File: src/rtl/nonrestoring_divider_32bit_pkg.sv
// rtl/nonrestoring_divider_32bit_pkg.sv - shared state encoding and constants for the 32-bit divider
package nonrestoring_divider_32bit_pkg;

   localparam int WIDTH      = 32;
   localparam int ITER_COUNT = 32;

   localparam logic [WIDTH-1:0] DIV0_QUOT = 32'hFFFF_FFFF;
   localparam logic [WIDTH-1:0] INT_MIN   = 32'h8000_0000;

   typedef enum logic [2:0] {
      IDLE = 3'd0,
      PREP = 3'd1,
      ITER = 3'd2,
      FIX  = 3'd3,
      DONE = 3'd4
   } state_e;

endpackage

File: src/rtl/nonrestoring_divider_32bit_div_nr_step.sv
// rtl/nonrestoring_divider_32bit_div_nr_step.sv - one combinational non-restoring division step
module div_nr_step
   import nonrestoring_divider_32bit_pkg::*;
(
   input  logic [WIDTH:0]   prem_i,
   input  logic             bit_i,
   input  logic [WIDTH-1:0] divisor_i,
   output logic [WIDTH:0]   prem_o,
   output logic             qbit_o
);

   logic [WIDTH:0] shifted;

   // Wraparound in the shift is harmless: the result always lands in [-D, D).
   always_comb begin
      shifted = {prem_i[WIDTH-1:0], bit_i};
      if (prem_i[WIDTH]) begin
         prem_o = shifted + {1'b0, divisor_i};
      end else begin
         prem_o = shifted - {1'b0, divisor_i};
      end
      qbit_o = ~prem_o[WIDTH];
   end

endmodule

File: src/rtl/nonrestoring_divider_32bit.sv
// rtl/nonrestoring_divider_32bit.sv - iterative signed/unsigned 32-bit divider, one quotient bit per cycle
// Optional DIV_BY_ZERO_FLAG_EN adds the div_by_zero output.
module nonrestoring_divider_32bit
   import nonrestoring_divider_32bit_pkg::state_e,
          nonrestoring_divider_32bit_pkg::IDLE,
          nonrestoring_divider_32bit_pkg::PREP,
          nonrestoring_divider_32bit_pkg::ITER,
          nonrestoring_divider_32bit_pkg::FIX,
          nonrestoring_divider_32bit_pkg::DONE,
          nonrestoring_divider_32bit_pkg::ITER_COUNT,
          nonrestoring_divider_32bit_pkg::DIV0_QUOT,
          nonrestoring_divider_32bit_pkg::INT_MIN;
#(
   parameter int WIDTH = nonrestoring_divider_32bit_pkg::WIDTH
) (
   input  logic             clk,
   input  logic             rst,
   input  logic             start,
   input  logic             is_signed,
   input  logic [WIDTH-1:0] dividend,
   input  logic [WIDTH-1:0] divisor,
   output logic [WIDTH-1:0] quotient,
   output logic [WIDTH-1:0] remainder,
   output logic             busy,
   output logic             done
`ifdef DIV_BY_ZERO_FLAG_EN
   ,
   output logic             div_by_zero
`endif
);

   state_e           state_q;
   logic [5:0]       cnt_q;
   logic             signed_q;
   logic [WIDTH-1:0] dvd_q;
   logic [WIDTH-1:0] dvs_q;
   logic [WIDTH-1:0] dvs_mag_q;
   logic [WIDTH-1:0] quo_q;
   logic [WIDTH-1:0] rem_q;
   logic [WIDTH:0]   prem_q;
   logic             qneg_q;
   logic             rneg_q;
   logic [WIDTH-1:0] quotient_q;
   logic [WIDTH-1:0] remainder_q;
   logic             busy_q;
   logic             done_q;

   logic [WIDTH-1:0] dvd_mag_d;
   logic [WIDTH-1:0] dvs_mag_d;
   logic [WIDTH-1:0] rem_mag_d;
   logic [WIDTH:0]   step_prem_d;
   logic             step_qbit_d;

   always_comb begin
      dvd_mag_d = (signed_q && dvd_q[WIDTH-1]) ? -dvd_q : dvd_q;
      dvs_mag_d = (signed_q && dvs_q[WIDTH-1]) ? -dvs_q : dvs_q;
      // Low bits of the corrected remainder; the sign bit is known to clear.
      rem_mag_d = prem_q[WIDTH-1:0] + (prem_q[WIDTH] ? dvs_mag_q : '0);
   end

   div_nr_step u_step (
      .prem_i    (prem_q),
      .bit_i     (quo_q[WIDTH-1]),
      .divisor_i (dvs_mag_q),
      .prem_o    (step_prem_d),
      .qbit_o    (step_qbit_d)
   );

`ifdef DIV_BY_ZERO_FLAG_EN
   logic div_by_zero_q;

   always_ff @(posedge clk or negedge rst) begin
      if (!rst) begin
         div_by_zero_q <= 1'b0;
      end else if (state_q == IDLE && start) begin
         div_by_zero_q <= 1'b0;
      end else if (state_q == DONE) begin
         div_by_zero_q <= (dvs_q == '0);
      end
   end

   assign div_by_zero = div_by_zero_q;
`endif

   always_ff @(posedge clk or negedge rst) begin
      if (!rst) begin
         state_q     <= IDLE;
         cnt_q       <= '0;
         signed_q    <= 1'b0;
         dvd_q       <= '0;
         dvs_q       <= '0;
         dvs_mag_q   <= '0;
         quo_q       <= '0;
         rem_q       <= '0;
         prem_q      <= '0;
         qneg_q      <= 1'b0;
         rneg_q      <= 1'b0;
         quotient_q  <= '0;
         remainder_q <= '0;
         busy_q      <= 1'b0;
         done_q      <= 1'b0;
      end else begin
         done_q <= 1'b0;
         unique case (state_q)
            IDLE: begin
               if (start) begin
                  dvd_q    <= dividend;
                  dvs_q    <= divisor;
                  signed_q <= is_signed;
                  busy_q   <= 1'b1;
                  state_q  <= PREP;
               end
            end
            PREP: begin
               cnt_q     <= '0;
               prem_q    <= '0;
               dvs_mag_q <= dvs_mag_d;
               qneg_q    <= signed_q & (dvd_q[WIDTH-1] ^ dvs_q[WIDTH-1]);
               rneg_q    <= signed_q & dvd_q[WIDTH-1];
               if (dvs_q == '0) begin
                  quo_q   <= DIV0_QUOT;
                  rem_q   <= dvd_q;
                  state_q <= DONE;
               end else if (signed_q && dvd_q == INT_MIN && dvs_q == '1) begin
                  quo_q   <= INT_MIN;
                  rem_q   <= '0;
                  state_q <= DONE;
               end else begin
                  quo_q   <= dvd_mag_d;
                  state_q <= ITER;
               end
            end
            ITER: begin
               prem_q <= step_prem_d;
               quo_q  <= {quo_q[WIDTH-2:0], step_qbit_d};
               cnt_q  <= cnt_q + 6'd1;
               if (cnt_q == 6'(ITER_COUNT - 1)) begin
                  state_q <= FIX;
               end
            end
            FIX: begin
               quo_q   <= qneg_q ? -quo_q : quo_q;
               rem_q   <= rneg_q ? -rem_mag_d : rem_mag_d;
               state_q <= DONE;
            end
            DONE: begin
               quotient_q  <= quo_q;
               remainder_q <= rem_q;
               done_q      <= 1'b1;
               busy_q      <= 1'b0;
               state_q     <= IDLE;
            end
            default: state_q <= IDLE;
         endcase
      end
   end

   assign quotient  = quotient_q;
   assign remainder = remainder_q;
   assign busy      = busy_q;
   assign done      = done_q;

endmodule
File: config.mk
export PLATFORM = sky130hd
export DESIGN_NAME = nonrestoring_divider_32bit
export DESIGN_NICKNAME = d
export VERILOG_FILES = /design/src/rtl/nonrestoring_divider_32bit_pkg.sv /design/src/rtl/nonrestoring_divider_32bit_div_nr_step.sv /design/src/rtl/nonrestoring_divider_32bit.sv
export SDC_FILE = /design/constraint.sdc
export NUM_CORES = 1
export LEC_CHECK = 0
export ABC_AREA = 1
export BUFFER_PORTS_ARGS = -buffer_cell sky130_fd_sc_hd__clkbuf_2
export CORE_MARGIN = 8
export CORE_UTILIZATION = 45
export DETAILED_ROUTE_END_ITERATION = 8
export GPL_TIMING_DRIVEN = 0
export MAX_ROUTING_LAYER = met4
export SLEW_MARGIN = 0
export SYNTH_ARGS = -nofsm -noshare
export SYNTH_HDL_FRONTEND = slang
export SYNTH_SLANG_ARGS = --single-unit
File: constraint.sdc
create_clock -name clk -period 9.4 [get_ports clk]
set_input_delay 1.88 -clock clk [delete_from_list [all_inputs] [get_ports clk]]
set_output_delay 1.88 -clock clk [all_outputs]
set_load 0.05 [all_outputs]
==> qor.csv <==
metric;value;unit
Yosys warnings;0;
DR iter-0 viols;1623;
RSZ-0062 raised after global routing;no;
largest net degree at the start of global routing;114;
Final nets;3159;
Residual DRC;0;
gr usage total;26.85;%
Area after DPL;0.02081;sq mm
number of global-route vias before repair;18700;
H-tree depth;2;
flip-flop and latch count after synthesis;271;
Post-Synthesis Cell Area;0.01940;sq mm
Async S/R FF share, synth;100.0;%
first-pass GRT wire length;104100;um
Max Cap Violations;0;
Vias/cell;5.443;
WP data required;9.81;ns
Core Rows;76;
Vias;19530;
Synth Flop Type;dfrtp_1;
worst setup margin;4.965;ns
CTS Buf Count;35;
Boundary Pins;134;
IO buf count;133;
outcome;complete, no violations;
Area Overhead vs Synth;13.50;%
Die Area;0.05001;sq mm
initial antenna violation count;0;
Relative slew margins;26.12;%
WP data arrival;4.84;ns
Clock transition at path regs;0.06;ns
Max VDD drop;0.2048;mV
Period Utilization, post-route;47.18;%
Seq/Total Area, Yosys;34.95;%
Root Driver;clkbuf_16;
gpl congestion;1.053;
Startpoint Class;flop;
TritonCTS clock tree;built;
fraction of layout cells with a size suffix above 1;9.596;%
drt pass-1 iters;6;
worst min path class;flop to flop;
Worst-Skew Late Latency;0.55;ns
postcts setup bufs;0;
PostCTS Resize Cnt;0;
pre-CTS setup slack;4.997;ns
design area;0.02202;sq mm
commonest non-fill, non-tap cell in the layout;nand2_1;
Tmin final;4.435;ns
Power per Cell Area;439.5;mW/mm^2
Ant. Diodes;0;
Crit Path Category;flop to flop;
most frequent cells in the layout;nand2_1, inv_1, nor2_1, dfrtp_1, o21ai_0;
clk buf depth;3;
max-slew violations;0;
Cells after Synth;2847;
Post-Syn Area per Cell;6.815;sq um
starting density of the core;45.34;%
fin util;51.46;%
Final Setup Violations;0;
Routed WL;66160;um
Die Y;223.6;um
leakage;11.44;nW
DP Wirelength;53200;um
skew final;0.01805;ns
final hold vios;0;
synthesized net count;2987;
worst slew pin tran;1.108;ns
worst-path maximum fanout;5;
number of nets with antenna violations after routing;0;
Clock Sinks;271;
Total Negative Setup Slacks;0;ns
Max Fclk;0.2255;GHz
library cells used by synthesis;62;
EDFF count, synth;0;
gr ovfl total;0;
Placeable Area;0.04279;sq mm
crit end category;flop;
drt wl/cell;18.43;um
die width;223.6;um
Post-CTS Hold Fix Bufs;0;
-- metal layers --
layer | wire length (um) | track usage (%)
met4 | 2507 | 10.28
met1 | 28720 | 34.13
met3 | 3811 | 3.178
met2 | 31120 | 43.65
met5 | 0 | -
-- worst max-delay path, stage by stage, from the launching register on --
cell	delay [ns]
dfrtp_1	0.42
inv_1	0.09
ha_1	0.18
inv_1	0.06
nor2_1	0.08
nand3_1	0.09
nor2_1	0.09
nand2_1	0.09
nor2_1	0.13
nand2_1	0.08
nor2_1	0.16
inv_1	0.10
nor4_1	0.40
nand3_1	0.13
nand2_1	0.11
xor2_1	0.26
ha_1	0.33
a21oi_1	0.21
o21a_1	0.16
o21ai_0	0.09
a21oi_1	0.12
nand2_1	0.14
a21oi_1	0.34
o21ai_0	0.17
xor2_1	0.16
o21ai_0	0.09
-- path summary, 6_finish.rpt --
path	to	slack, ns	start	cells after the start
setup / recovery	prem_q[29]	4.97	dvs_mag_q[0]	25
hold / removal	remainder[30]	0.47	rem_q[30]	2
setup reg to reg	prem_q[29]	4.97	dvs_mag_q[0]	25
hold reg to reg	remainder[30]	0.47	rem_q[30]	2
max in group asynchronous	dvs_mag_q[8]	6.56	rst	3
min in group asynchronous	remainder[29]	1.33	rst	1
-- synth_stat cells (5+ instances only) --
library cell  count  share of area, %
a21oi_1         190               4.9
a31oi_1          18              0.58
a32oi_1          12              0.54
buf_2             7              0.18
clkbuf_1         72               1.4
dfrtp_1         271                35
ha_1             70               4.5
inv_1           359               6.9
inv_2            13              0.25
mux2_2           11              0.64
nand2_1         808                16
nand2_2          16              0.52
nand3_1         139               3.6
nand3b_1         11              0.43
nand4_1          32               1.0
nor2_1          290               5.6
nor2_2           10              0.32
nor3_1           30              0.77
nor3_2           10              0.52
nor4_1           18              0.58
o211ai_1          7              0.27
o21a_1            6              0.23
o21ai_0         233               6.0
o21ai_1          10              0.26
o221ai_1          7              0.32
o31ai_1           5              0.19
or2_2             6              0.19
xnor2_1          27               1.2
xor2_1           87               3.9
-- cell families after synthesis --
logic type	after synthesis	share of synthesized area, %
DFF	271	34.95
and+or+nand+nor	1392	30.45
buffers and inverters	463	9.183
xor gates and xnor gates	114	5.146
muxes	11	0.6385
adders and majority gates	72	4.721
AOI/OAI and AO/OA	524	14.90
-- where the power goes --
part	switching [W]	internal [W]
clock network	0.000542	0.000875
registers	0.000568	0.00172
logic	0.00411	0.00187
total	0.00522	0.00446
-- area by class of cell --
type	instances	area, sq um
inverter	375	1408
timing repair buffer	135	729.5
fill	4388	20770
buffer	88	374.1
sequential	271	6782
tap	546	683.2
multi-input combinational	2113	10840
clock inverter	11	172.7
clock buffer	50	1033
-- state kept, by name, indices dropped and copies added, names as in the netlist --
signal / cells
qneg_q: 1
dvs_mag_q: 32
state_q: 3
done: 1
rem_q: 32
busy: 1
prem_q: 33
dvd_q: 32
cnt_q: 6
signed_q: 1
quotient: 32
quo_q: 32
rneg_q: 1
remainder: 32
dvs_q: 32
-- per-stage QoR --
stage / hold WS (ns) / std cells / total power (W)
global placement: 0.4583 / 3526 / 0.008114
finish: 0.4678 / 3589 / 0.009677
CTS: 0.4674 / 3589 / 0.009652
detailed placement: 0.4527 / 3528 / 0.008194
global route: 0.4993 / 3589 / 0.01048
floorplan: 0.4422 / 2847 / 0.006429
Note: power is estimated with default switching activity, not from simulation.
